--- src/rtl/reg_demux_1xn_if.sv ---
// Handshake bundle for reg_demux_1xn: one upstream port,
// N registered downstream channels and a drop counter.
interface reg_demux_1xn_if #(
  parameter int DW = 8,
  parameter int N  = 16
);
  localparam int SW = $clog2(N);

  logic [DW-1:0]   in_data;
  logic [SW-1:0]   in_sel;
  logic            in_bcast;
  logic            in_valid;
  logic            in_ready;
  logic [N*DW-1:0] out_data;
  logic [N-1:0]    out_valid;
  logic [N-1:0]    out_ready;
  logic [7:0]      err_cnt;

  modport master (
    output in_data,
    output in_sel,
    output in_bcast,
    output in_valid,
    output out_ready,
    input  in_ready,
    input  out_data,
    input  out_valid,
    input  err_cnt
  );

  modport slave (
    input  in_data,
    input  in_sel,
    input  in_bcast,
    input  in_valid,
    input  out_ready,
    output in_ready,
    output out_data,
    output out_valid,
    output err_cnt
  );
endinterface

--- src/rtl/reg_demux_1xn.sv ---
// 1-to-N registered demux: unicast or broadcast into
// per-channel holding registers, drops out-of-range selects.
module reg_demux_1xn #(
  parameter int DW = 8,
  parameter int N  = 16
) (
  input logic           clk,
  input logic           rst_n,
  reg_demux_1xn_if.slave bus
);
  localparam int SW = $clog2(N);
  localparam int NP = 1 << SW;

  logic [N-1:0][DW-1:0] data_q;
  logic [N-1:0]         vld_q;
  logic [7:0]           err_q;

  logic [N-1:0]  free;
  logic [NP-1:0] free_ext;
  logic [N-1:0]  load;
  logic          in_range;
  logic          ready;
  logic          xfer;
  logic          drop;

  assign free     = ~vld_q | bus.out_ready;
  assign free_ext = NP'(free);
  assign in_range = (SW+1)'(bus.in_sel) < (SW+1)'(N);

  always_comb begin
    ready = 1'b1;
    unique case (1'b1)
      bus.in_bcast:
        ready = &free;
      (~bus.in_bcast & in_range):
        ready = free_ext[bus.in_sel];
      default:
        ready = 1'b1;
    endcase
  end

  assign xfer = bus.in_valid & ready;
  assign drop = xfer & ~bus.in_bcast & ~in_range;

  always_comb begin
    load = '0;
    for (int k = 0; k < N; k++) begin
      load[k] = xfer & (bus.in_bcast |
                (in_range & (bus.in_sel == SW'(k))));
    end
  end

  // a load wins over a consume so a draining channel never bubbles
  always_ff @(posedge clk or negedge rst_n) begin
    if (!rst_n) begin
      data_q <= '0;
      vld_q  <= '0;
    end else begin
      for (int k = 0; k < N; k++) begin
        if (load[k]) begin
          data_q[k] <= bus.in_data;
          vld_q[k]  <= 1'b1;
        end else if (bus.out_ready[k]) begin
          vld_q[k]  <= 1'b0;
        end
      end
    end
  end

  always_ff @(posedge clk or negedge rst_n) begin
    if (!rst_n) begin
      err_q <= '0;
    end else if (drop && err_q != 8'hFF) begin
      err_q <= err_q + 8'd1;
    end
  end

  assign bus.in_ready  = ready;
  assign bus.out_data  = data_q;
  assign bus.out_valid = vld_q;
  assign bus.err_cnt   = err_q;
endmodule

--- src/flat_wrapper.sv ---
// flat-port wrapper written by rule: the top's interface ports become plain ports
module reg_demux_1xn_flat 
#(
  parameter int DW = 8,
  parameter int N  = 16
)
  (clk, rst_n, bus_in_data, bus_in_sel, bus_in_bcast, bus_in_valid, bus_out_ready, bus_in_ready, bus_out_data, bus_out_valid, bus_err_cnt);
  reg_demux_1xn_if #(.DW(DW), .N(N)) bus_i ();
  input logic clk;
  input logic rst_n;
  input wire logic [$bits(bus_i.in_data)-1:0] bus_in_data;
  input wire logic [$bits(bus_i.in_sel)-1:0] bus_in_sel;
  input wire logic [$bits(bus_i.in_bcast)-1:0] bus_in_bcast;
  input wire logic [$bits(bus_i.in_valid)-1:0] bus_in_valid;
  input wire logic [$bits(bus_i.out_ready)-1:0] bus_out_ready;
  output wire logic [$bits(bus_i.in_ready)-1:0] bus_in_ready;
  output wire logic [$bits(bus_i.out_data)-1:0] bus_out_data;
  output wire logic [$bits(bus_i.out_valid)-1:0] bus_out_valid;
  output wire logic [$bits(bus_i.err_cnt)-1:0] bus_err_cnt;
  assign bus_i.in_data = bus_in_data;
  assign bus_i.in_sel = bus_in_sel;
  assign bus_i.in_bcast = bus_in_bcast;
  assign bus_i.in_valid = bus_in_valid;
  assign bus_i.out_ready = bus_out_ready;
  assign bus_in_ready = bus_i.in_ready;
  assign bus_out_data = bus_i.out_data;
  assign bus_out_valid = bus_i.out_valid;
  assign bus_err_cnt = bus_i.err_cnt;
  reg_demux_1xn #(.DW(DW), .N(N)) u_core (.clk(clk), .rst_n(rst_n), .bus(bus_i));
endmodule
--- config.mk ---
export PLATFORM = sky130hd
export DESIGN_NAME = reg_demux_1xn_flat
export DESIGN_NICKNAME = d
export VERILOG_FILES = /design/src/rtl/reg_demux_1xn_if.sv /design/src/rtl/reg_demux_1xn.sv /design/src/flat_wrapper.sv
export SDC_FILE = /design/constraint.sdc
export NUM_CORES = 1
export LEC_CHECK = 0
export CAP_MARGIN = 20
export CELL_PAD_IN_SITES_DETAIL_PLACEMENT = 1
export CELL_PAD_IN_SITES_GLOBAL_PLACEMENT = 1
export CORE_MARGIN = 2
export CORE_UTILIZATION = 40
export CTS_BUF_LIST = sky130_fd_sc_hd__clkbuf_16
export DETAILED_ROUTE_END_ITERATION = 12
export GPL_TIMING_DRIVEN = 0
export PLACE_DENSITY = 0.83
export REMOVE_ABC_BUFFERS = 1
export SLEW_MARGIN = 15
export SYNTH_ARGS = -nofsm -noshare
export SYNTH_HDL_FRONTEND = slang
export SYNTH_SLANG_ARGS = --single-unit
--- constraint.sdc ---
create_clock -name clk -period 3.8 [get_ports clk]
set_input_delay 0.76 -clock clk [delete_from_list [all_inputs] [get_ports clk]]
set_output_delay 0.76 -clock clk [all_outputs]
set_load 0.01 [all_outputs]
# Word-level counts from Yosys, hierarchy flattened
# Index checks and enable logic that the tools add are counted.
[word_totals]
register_bits = 144
input_bits = 32
output_inout_bits = 153
[op_classes]
magnitude_cmp = 1
eq_ne = 15
n_mux = 35
bitwise_logic = 36
reduce_logical = 18
[op_table]
columns = ["operator", "count"]
rows = [
  ["two-way mux 1 bit", 33],
  ["== test 4 bit, second input constant", 8],
  ["nonzero test 2 bit", 16],
  ["bitwise AND 1 bit", 17],
  ["== test 4 x 3 -> 1 bit, second input constant", 4],
  ["NOT 16 bit", 1],
  ["bitwise OR 1 bit", 16],
  ["bitwise OR 16 bit", 1],
  ["AND reduction 16 bit", 1],
  ["== test 4 x 2 -> 1 bit, second input constant", 2],
  ["< comparator 4 x 5 -> 1 bit, second input constant", 1],
  ["binary-select mux 1 bit (select 4 bit)", 1],
  ["== test 4 x 1 -> 1 bit, second input constant", 1],
  ["zero test 4 bit", 1],
  ["one-hot mux 1 bit (2 select lines)", 1],
  ["NOT 1 bit", 1],
]

# Longest topological paths before layout
# Gate-level depths: netlist (run 1).
[logic_depth]
ltp_word = 8
depth_mapped = 7
ltp_nobuf = 6

# Worst setup path before layout (run 1)
# OpenSTA, ideal clock, no wires.
[synth_path]
kind = "input to output"
startpoint = "input port bus_out_ready[6]"
endpoint = "output port bus_in_ready"
t_arrival_ns = 2.050
setup_slack_ns = 0.990
path_stages = 6
path_cell_list = "nand2b_1 mux4_1 nand2b_1 o311ai_4 buf_8 nand2_1"
[synth_via]
elab_chain_len = 4
elab_cells_between_ends = 5
classes_between = "mux (3); bitwise (1); reduce/logical (1)"
[synth_lines]
columns = ["item", "line", "source"]
rows = [
  ["start: declaration", "flat_wrapper.sv:15", "input wire logic [$bits(bus_i.out_ready)-1:0] bus_out_ready;"],
  ["bitwise OR 16 bit (*)", "reg_demux_1xn.sv:26", "assign free = ~vld_q | bus.out_ready;"],
  ["binary-select mux 1 bit (select 4 bit)", "reg_demux_1xn.sv:36", "ready = free_ext[bus.in_sel];"],
  ["two-way mux 1 bit (not written as such)", "reg_demux_1xn.sv:36", ""],
  ["one-hot mux 1 bit (2 select lines) (*)", "reg_demux_1xn.sv:32", "unique case (1'b1)"],
  ["end: declaration", "flat_wrapper.sv:16", "output wire logic [$bits(bus_i.in_ready)-1:0] bus_in_ready;"],
]
# Mark *: on every way between the ends. The rest lies on a longest branch, timed or not. The select of a mux whose other input is x is not followed.

# Worst setup path after layout (run 1)
[layout_path]
startpoint = "input port bus_in_sel[0]"
endpoint = "output port bus_in_ready"
[layout_via]
elab_chain_len = 3
[layout_lines]
columns = ["item", "line", "source"]
rows = [
  ["start: declaration", "flat_wrapper.sv:12", "input wire logic [$bits(bus_i.in_sel)-1:0] bus_in_sel;"],
  ["binary-select mux 1 bit (select 4 bit)", "reg_demux_1xn.sv:36", ""],
  ["two-way mux 1 bit (not written as such)", "reg_demux_1xn.sv:36", ""],
  ["one-hot mux 1 bit (2 select lines)", "reg_demux_1xn.sv:32", ""],
]
# Every way passes these cells. The select of a mux whose other input is x is not followed.

==> impl_metrics.ini, run 1 <==
[cells_and_area]
multi_input_area_sq_um = 2270
n_antenna_cell = 0
final_cells = 768
final_nets = 603
area_delta_synth_final_pct = 41.1
drive_above_1_share_pct = 31.7
seq_area_sq_um = 3600
fillCellCount = 1395

[timing]
postLayoutSetupSlackWorst_ps = 125
slew_headroom_pct = 34.2
hold_violations = 0
skew_ps = 6.37
whs_ps = 306
rsz0062_at_grt = false
worst-slew-pin-transition_ps = 984
period_minus_slack_ps = 3670
fmax_mhz = 272
period_share_pct = 96.7
slew_viol_final = 0
finalSetupViolCount = 0

[min_path]
hp-class = primary input to async pin

[cts]
clockBufferDepth = 2
cts_sinks = 144
hold_buffers = 0
numCtsBuffers = 17
clk_latency_ps = 420
htreeDepth = 4
tritoncts = built
clk_pin_slew_ps = 60
ctsRootBufferMaster = clkbuf_16

[critical_path]
worstSetupEndpointType = output pin
worstPathRequired_ps = 3040
cp_max_fo = 11
cp-start-kind = primary input
critPathArrivalTime_ps = 2910
critPathKind = primary input to output pin
reg2reg_depth = 7

[routing]
drt_first_iter_violations = 90
vias = 3952
drc = 0
finalWirelength_um = 16600
post_drt_wl_per_cell_um = 21.6
dr.pass1.iters = 4
routed_via_density = 5.15
ant_nets = 0

[place]
place_congestion = 0.801
place_ws_ps = -726
post-place-cells = 734
dp_hpwl_um = 11200
portBuffers = 176

[logic_synthesis]
synth_cell_type_count = 37
synth_edf_count = 0
yosysMostFrequentCell = dfrtp_1
synth-adder-area-share_pct = 0
synth-compound-area-share_pct = 6.23
synth_top_family_by_area = multiplexers
synth_area_leaders = dfrtp_1 60%, mux2_2 21%, a211oi_4 2.3%
netlist_instances = 394
synthXorXnorAreaFrac_pct = 0
syn_area_sq_um = 6040
synth_simple_gate_area_share_pct = 5.18
ys_seq_elements = 144
synth_flop_cell = dfrtp_1
syn_area_per_cell_sq_um = 15.3
synth_top_area_share_pct = 59.6
synthMuxAreaShare_pct = 25.7
synth_area_leader_cell = dfrtp_1
ys.warnings.count = 0
async_flop_share_pct = 100
synth_seq_area_share_pct = 59.6
synthTopCellsByCount = 144 x dfrtp_1, 115 x mux2_2, 14 x buf_2

[floorplan]
dieArea_sq_um = 16100
ios = 185
rows = 44
die_w_um = 127
design.core.area_sq_um = 14600
die_y_um = 127
start_util_pct = 41.3

[power_and_ir_drop]
p_sw_mw = 1.57
p_seq_share_pct = 38.4
power.leakage_nw = 3.58
p_sw_share_pct = 27.2
combPwrFrac_pct = 32.0
clkPwrFrac_pct = 29.6
p_per_area_nw_per_um2 = 674
ir_worst_vdd_mv = 0.331
p_int_mw = 4.18

[global_route]
grt_max_degree = 82
grt_pass1_vias = 4398
grtUsageTotal_pct = 21.6
grt-ovfl-total = 0
antenna_found_initial = 0
grt_pass1_wl_um = 26000

[job]
maxCapViolCount = 0

[status]
status = finished clean
sequential cells by signal (all words and copies together) (netlist names):
signal,cells
u_core.bus.out_data,128
u_core.bus.out_valid,16
worst max-delay path, stage by stage:
cell	delay, ps
clkdlybuf4s50_1	750
mux4_2	400
a21oi_2	190
o311ai_4	140
nand2_1	90
clkdlybuf4s50_1	570
placed cells by master (no fill, tap or decap), drive strengths merged, types with 5 or more instances in the layout:
cell type	n
clkdlybuf4s50	173
dfrtp	144
mux2	128
clkbuf	18
a21oi	13
nor2b	12
a211oi	10
nand2	9
or2	9
nand2b	8
conb	8
clkinv	8
a211o	6
buf	5
kinds of logic after synthesis:
kind of cell           after synthesis
flip-flops                         144
buffers and inverters               30
AND/OR/NAND/NOR                     50
other                                1
multiplexers                       132
AO/OA/AOI/OAI                       37
power groups by stage:
stage / Sequential [mW] / Combinational [mW] / Clock, mW
3_5_place_dp: 2.23 / 1.85 / 0
5_1_grt: 2.27 / 1.95 / 1.81
6_report: 2.21 / 1.84 / 1.70
2_1_floorplan: 2.41 / 0.516 / 0
4_1_cts: 2.22 / 1.87 / 1.74
3_3_place_gp: 2.21 / 1.80 / 0
stage by stage:
step           utilization (%)  instance area (sq um)  total power, mW  TNS, ps
3_3_place_gp              53.8                   7870             4.01  -564100
6_report                  58.2                   8530             5.75        0
5_1_grt                   58.2                   8530             6.03        0
3_5_place_dp              54.0                   7920             4.09   -28100
2_1_floorplan                -                   5880             2.92        0
4_1_cts                   58.2                   8530             5.82        0
layout make-up:
type                            instances  area share, %
Multi-Input combinational cell        227           26.6
Clock inverter                         15           2.05
Sequential cell                       144           42.3
Inverter                                1         0.0440
Tap cell                              184           2.70
Timing Repair Buffer                  180           21.3
Clock buffer                           17           4.99
worst paths after layout:
check / startpoint / end / slack [ps]
worst max register to register: u_core.bus.out_valid[15]$_DFFE_PN0P_ / u_core.bus.out_data[71]$_DFFE_PN0P_ / 960
worst min-delay path: rst_n / u_core.bus.out_data[118]$_DFFE_PN0P_ / 310
max in group asynchronous: rst_n / u_core.bus.out_data[13]$_DFFE_PN0P_ / 2780
min in group clk: u_core.bus.out_data[6]$_DFFE_PN0P_ / u_core.bus.out_data[6]$_DFFE_PN0P_ / 490
worst min register to register: u_core.bus.out_data[6]$_DFFE_PN0P_ / u_core.bus.out_data[6]$_DFFE_PN0P_ / 490
worst max-delay path: bus_in_sel[0] / bus_in_ready / 130
repair_timing:
item,CTS,global route
gates resized for setup,1,3
pin swaps,2,0
endpoints found under the setup margin,1,1
setup buffers,2,0
per-layer routing:
metal  part of all wire, %  global-route usage [%]  vias to the layer above
met1                    43                    27.7                     2070
met5                     0                       0                        -
li1                      -                       -                     1733
met4                   1.5                    7.24                        0
met3                   5.5                    6.03                       19
met2                    50                    35.7                      130
Power figures use the tool's default switching activity.
==> inputs of run 2 (changes only) <==
- CORE_UTILIZATION: 40 -> 38
- PLACE_DENSITY: 0.83 -> 0.79
- clock period: 3.8 -> 4.12 ns (I/O delays scaled with it)
==> run 2 against run 1 <==
  * Clock skew up 2.9 ps
  * Worst hold slack better by 61 ps
  * First-iteration DRC count down 1.1%
  * Wire length up 3.0%
  * Core utilization down 4.2 points
  * Clock power down 20%
  * Register-to-register slack better by 180 ps
  * Final area down 0.40%
  * Sequential power down 8%
  * Non-clock buffer count unchanged
  * Critical path depth up 1
  * Cell count up 4.0%
  * Critical path type unchanged
==> impl_metrics.ini, run 2 (synthesis results as in run 1) <==
[status]
status = finished clean

[critical_path]
critPathKind = primary input to output pin
crit_top_cell = clkdlybuf4s50_1
cp-start-kind = primary input
slowest_stage = o311ai_4
cp_num_buf_inv = 2
worstPathCellList = clkdlybuf4s50_1 > nor2b_1 > mux4_2 > nor2_2 > o311ai_4 > nand2_1 > clkdlybuf4s50_1
critPathTopFamily = buffers and inverters
critPathArrivalTime_ps = 3130
worstSetupEndpointType = output pin
critPathMaxStageDelay_ps = 630
worstPathRequired_ps = 3300
cp_max_fo = 11

[timing]
slew_viol_final = 0
fmax_mhz = 253
hold_violations = 0
rsz0062_at_grt = false
finalSetupViolCount = 0
whs_ps = 366
period_minus_slack_ps = 3960
skew_ps = 9.31
slew_headroom_pct = 34.3
worst-slew-pin-transition_ps = 983
period_share_pct = 96.1

[cells_and_area]
largest_reg_flops = 128
final_nets = 603
final_area_sq_um = 8490
area_delta_synth_final_pct = 40.6
fillCellCount = 1548
n_antenna_cell = 0
layout_common_cells = 174 x clkdlybuf4s50_1, 144 x dfrtp_1, 115 x mux2_2
drive_above_1_share_pct = 30.5
finish.utilization_pct = 54.1
layout_commonest_cell = clkdlybuf4s50_1
final_cells = 799

[min_path]
hp-class = primary input to async pin

[global_route]
grt_pass1_vias = 4337
antenna_found_initial = 0
grt_max_degree = 76
grt_pass1_wl_um = 25900
grtUsageTotal_pct = 20.9
grt-ovfl-total = 0

[routing]
drt_first_iter_violations = 89
post_drt_wl_per_cell_um = 21.4
routed_via_density = 4.94
finalWirelength_um = 17100
dr.pass1.iters = 4
ant_nets = 0
drc = 0
vias = 3950

[floorplan]
dieArea_sq_um = 16900
die_w_um = 130
start_util_pct = 38.5
die_y_um = 130
design.core.area_sq_um = 15700
ios = 185
rows = 46

[power_and_ir_drop]
p_per_area_nw_per_um2 = 601
combPwrFrac_pct = 33.4
p_seq_share_pct = 40.0
clkPwrFrac_pct = 26.6
ir_worst_vdd_mv = 0.286
power.leakage_nw = 3.55
p_sw_mw = 1.44
p_int_mw = 3.66
p_sw_share_pct = 28.2
p_total_mw = 5.10

[cts]
numCtsBuffers = 17
ctsRootBufferMaster = clkbuf_16
htreeDepth = 4
clk_pin_slew_ps = 60
cts_sinks = 144
clk_latency_ps = 410
hold_buffers = 0
tritoncts = built
clockBufferDepth = 2

[place]
portBuffers = 176
place_congestion = 0.795
dp_hpwl_um = 11800
post-place-cells = 767
postPlaceCellArea_sq_um = 7970

[job]
maxCapViolCount = 0
run 2: cell count changes in the layout (fill, tap and decap cells not counted), moves of 2 or more:
| cell | previous run | this run |
|---|---|---|
| inv_1 | 2 | 7 |
| buf_8 | 1 | 3 |
| bufinv_16 | 4 | 1 |
| clkinv_2 | 5 | 2 |
run 2: path summary, 6_finish.rpt:
check | startpoint | end | slack, ps | cells past startpoint
min | rst_n | u_core.bus.out_data[62]$_DFFE_PN0P_ | 370 | 1
min reg2reg | u_core.bus.out_data[6]$_DFFE_PN0P_ | u_core.bus.out_data[6]$_DFFE_PN0P_ | 490 | 1
max reg2reg | u_core.bus.out_valid[14]$_DFFE_PN0P_ | u_core.bus.out_data[81]$_DFFE_PN0P_ | 1140 | 7
max in group asynchronous | rst_n | u_core.bus.out_data[70]$_DFFE_PN0P_ | 3000 | 2
min in group clk | u_core.bus.out_data[6]$_DFFE_PN0P_ | u_core.bus.out_data[6]$_DFFE_PN0P_ | 490 | 1
max | bus_out_ready[2] | bus_in_ready | 160 | 7
run 2: timing repair:
action / 4_1_cts / 5_1_grt
gates resized for setup: 1 / 0
setup endpoints to repair: 1 / 0
setup buffers: 1 / 0
run 2: worst register-to-register path: stages, from the launching register on:
cell and delay, ps:
dfrtp_1 380, nor2b_1 180, mux4_2 480, a21oi_2 210
o311ai_4 250, buf_8 240, a211oi_2 700, mux2_2 430
run 2: area by class of cell:
| cell class | instances | area (sq um) | share of cell area, % |
|---|---|---|---|
| Clock buffer | 17 | 425 | 5.01 |
| Clock inverter | 14 | 88.8 | 1.05 |
| Sequential cell | 144 | 3600 | 42.4 |
| Multi-Input combinational cell | 227 | 2270 | 26.7 |
| Inverter | 1 | 3.75 | 0.0442 |
| Tap cell | 216 | 270 | 3.18 |
| Timing Repair Buffer | 180 | 1830 | 21.5 |
run 2: through the flow:
stage / worst slack (ps) / setup TNS, ps
floorplan: 765 / 0
global placement: -3270 / -498400
detailed placement: -275 / -1860
CTS: 128 / 0
global route: 53.2 / 0
finish: 161 / 0
run 2: power by group through the flow:
stage	Clock, mW	Sequential [mW]	Combinational, mW
final	1.36	2.04	1.70
after global routing	1.45	2.09	1.82
after floorplan	0	2.22	0.476
after CTS	1.39	2.05	1.73
after detailed placement	0	2.07	1.72
after global placement	0	2.04	1.66
run 2: per-layer routing:
| layer | up-vias | wire length [um] | GRT usage (%) |
|---|---|---|---|
| met4 | 0 | 214 | 6.01 |
| met5 | - | 0 | 0 |
| li1 | 1742 | - | - |
| met3 | 18 | 940 | 5.78 |
| met2 | 116 | 8830 | 35.9 |
| met1 | 2074 | 7140 | 25.9 |
==> inputs of run 3 (changes only) <==
- CAP_MARGIN: 20 -> default
- CORE_MARGIN: 2 -> 10
- MAX_ROUTING_LAYER: default -> met4
==> run 3 against run 2 <==
  * Sequential share of layout area fell by 0.069 points
  * Flip-flop and latch count stayed put
  * Global-route usage is 3.4 points lower
  * Via count decreased by 1.0%
  * Die area increased by 26%
  * Combinational power about the same
  * Wire length up 6.5%
  * Register-to-register slack better by 90 ps
  * Final area increased by 0.16%
  * Critical path type unchanged
==> impl_metrics.ini, run 3 (synthesis results as in run 1) <==
[routing]
wl_met3_um = 1290
dr.pass1.iters = 4
wl_met2_um = 9190
finalWirelength_um = 18200
ant_nets = 0
routed.top_layer = met4
drc = 0
routed_via_density = 4.90
post_drt_wl_per_cell_um = 22.9
drt_first_iter_violations = 104
met1_length_um = 7550
vias = 3909

[timing]
hold_violations = 0
setup_tns_ps = 0
slew_viol_final = 0
fmax_mhz = 259
period_minus_slack_ps = 3860
rsz0062_at_grt = false
period_share_pct = 93.8
finalSetupViolCount = 0
skew_ps = 8.81
worst-slew-pin-transition_ps = 977
slew_headroom_pct = 34.7

[critical_path]
worstPathCellList = clkdlybuf4s50_1 > nor3b_1 > nand4_1 > buf_8 > nand2_1 > clkdlybuf4s50_1
cp_num_buf_inv = 3
critPathTopFamily = buffers and inverters
critPathArrivalTime_ps = 3040
worstPathRequired_ps = 3300
cp-start-kind = primary input
crit_top_cell = clkdlybuf4s50_1
critPathMaxStageDelay_ps = 890
worstSetupEndpointType = output pin
critPathKind = primary input to output pin
cp_max_fo = 18
slowest_stage = clkdlybuf4s50_1

[cts]
ctsRootBufferMaster = clkbuf_16
tritoncts = built
clk_latency_ps = 420
hold_buffers = 0
clockBufferDepth = 2
htreeDepth = 4
cts_sinks = 144
clk_pin_slew_ps = 60
numCtsBuffers = 17

[floorplan]
ios = 185
dieArea_sq_um = 21300
start_util_pct = 38.5
design.core.area_sq_um = 15700
die_w_um = 146
rows = 46
die_y_um = 146

[job]
maxCapViolCount = 0

[power_and_ir_drop]
p_per_area_nw_per_um2 = 608
p_total_mw = 5.18
power.leakage_nw = 3.55
ir_worst_vdd_mv = 0.282

[place]
place_congestion = 0.836
dp_hpwl_um = 13000
post-place-cells = 766
portBuffers = 176
postPlaceCellArea_sq_um = 7960

[global_route]
grt_max_degree = 77
antenna_found_initial = 0
grtUsageTotal_pct = 17.5
grt_pass1_wl_um = 27900
grt-ovfl-total = 0
grt_pass1_vias = 4531

[cells_and_area]
final_cells = 797
n_antenna_cell = 0
seq_area_sq_um = 3600
drive_above_1_share_pct = 30.6
area_delta_synth_final_pct = 40.8
largest_reg_flops = 128
fillCellCount = 1544
layout_commonest_cell = clkdlybuf4s50_1
final_nets = 603
multi_input_area_sq_um = 2270
layout_common_cells = 174 x clkdlybuf4s50_1, 144 x dfrtp_1, 115 x mux2_2
final_area_sq_um = 8510

[status]
status = finished clean

[min_path]
hp-class = primary input to async pin
-- run 3: worst paths after layout --
path | startpoint | to | slack, ps | depth (start not counted)
setup / recovery | bus_in_bcast | bus_in_ready | 260 | 6
hold / removal | rst_n | u_core.bus.out_data[62]$_DFFE_PN0P_ | 380 | 1
setup reg to reg | u_core.bus.out_valid[14]$_DFFE_PN0P_ | u_core.bus.out_data[82]$_DFFE_PN0P_ | 1230 | 7
hold reg to reg | u_core.bus.out_data[103]$_DFFE_PN0P_ | u_core.bus.out_data[103]$_DFFE_PN0P_ | 480 | 1
max in group asynchronous | rst_n | u_core.bus.out_data[80]$_DFFE_PN0P_ | 3000 | 2
min in group clk | u_core.bus.out_data[103]$_DFFE_PN0P_ | u_core.bus.out_data[103]$_DFFE_PN0P_ | 480 | 1
-- run 3: repair_timing --
item | CTS | global route
resized for setup | 0 | 1
endpoints found under the setup margin | 1 | 1
buffers inserted | 2 | 0
pin swaps | 2 | 0
-- run 3: metrics by stage --
step | setup WS (ps) | hold slack, ps | util, %
floorplan | 765 | 528 | -
CTS | 14.4 | 391 | 54.1
global route | 115 | 405 | 54.1
detailed placement | -489 | 474 | 50.7
global placement | -3250 | 470 | 50.4
finish | 256 | 379 | 54.1
-- run 3: cell type report --
class                           instances  area share (%)
Multi-Input combinational cell        227            26.7
Inverter                                1          0.0441
Clock inverter                         12            1.25
Tap cell                              216            3.18
Timing Repair Buffer                  180            21.5
Sequential cell                       144            42.4
Clock buffer                           17            5.00
-- run 3: power by group --
group / internal [mW] / total (mW) / switching (mW) / leakage [nW]
logic: 1.05 / 1.73 / 0.684 / 1.57
clock network: 0.862 / 1.41 / 0.550 / 0.264
registers: 1.82 / 2.03 / 0.220 / 1.72
total: 3.72 / 5.18 / 1.45 / 3.55
-- run 3: metal layers --
metal | vias to the layer above | global-route usage (%)
met5 | - | -
li1 | 1737 | -
met2 | 113 | 28.7
met1 | 2038 | 19.5
met4 | 0 | 4.25
met3 | 21 | 7.11
-- run 3: worst register-to-register path, delay by kind of cell, from the launching register on --
kind | cells | cell delay [ps]
muxes | 2 | 910
DFF | 1 | 370
and+or+nand+nor | 1 | 180
AOI/OAI and AO/OA | 3 | 1050
buffers and inverters | 1 | 260
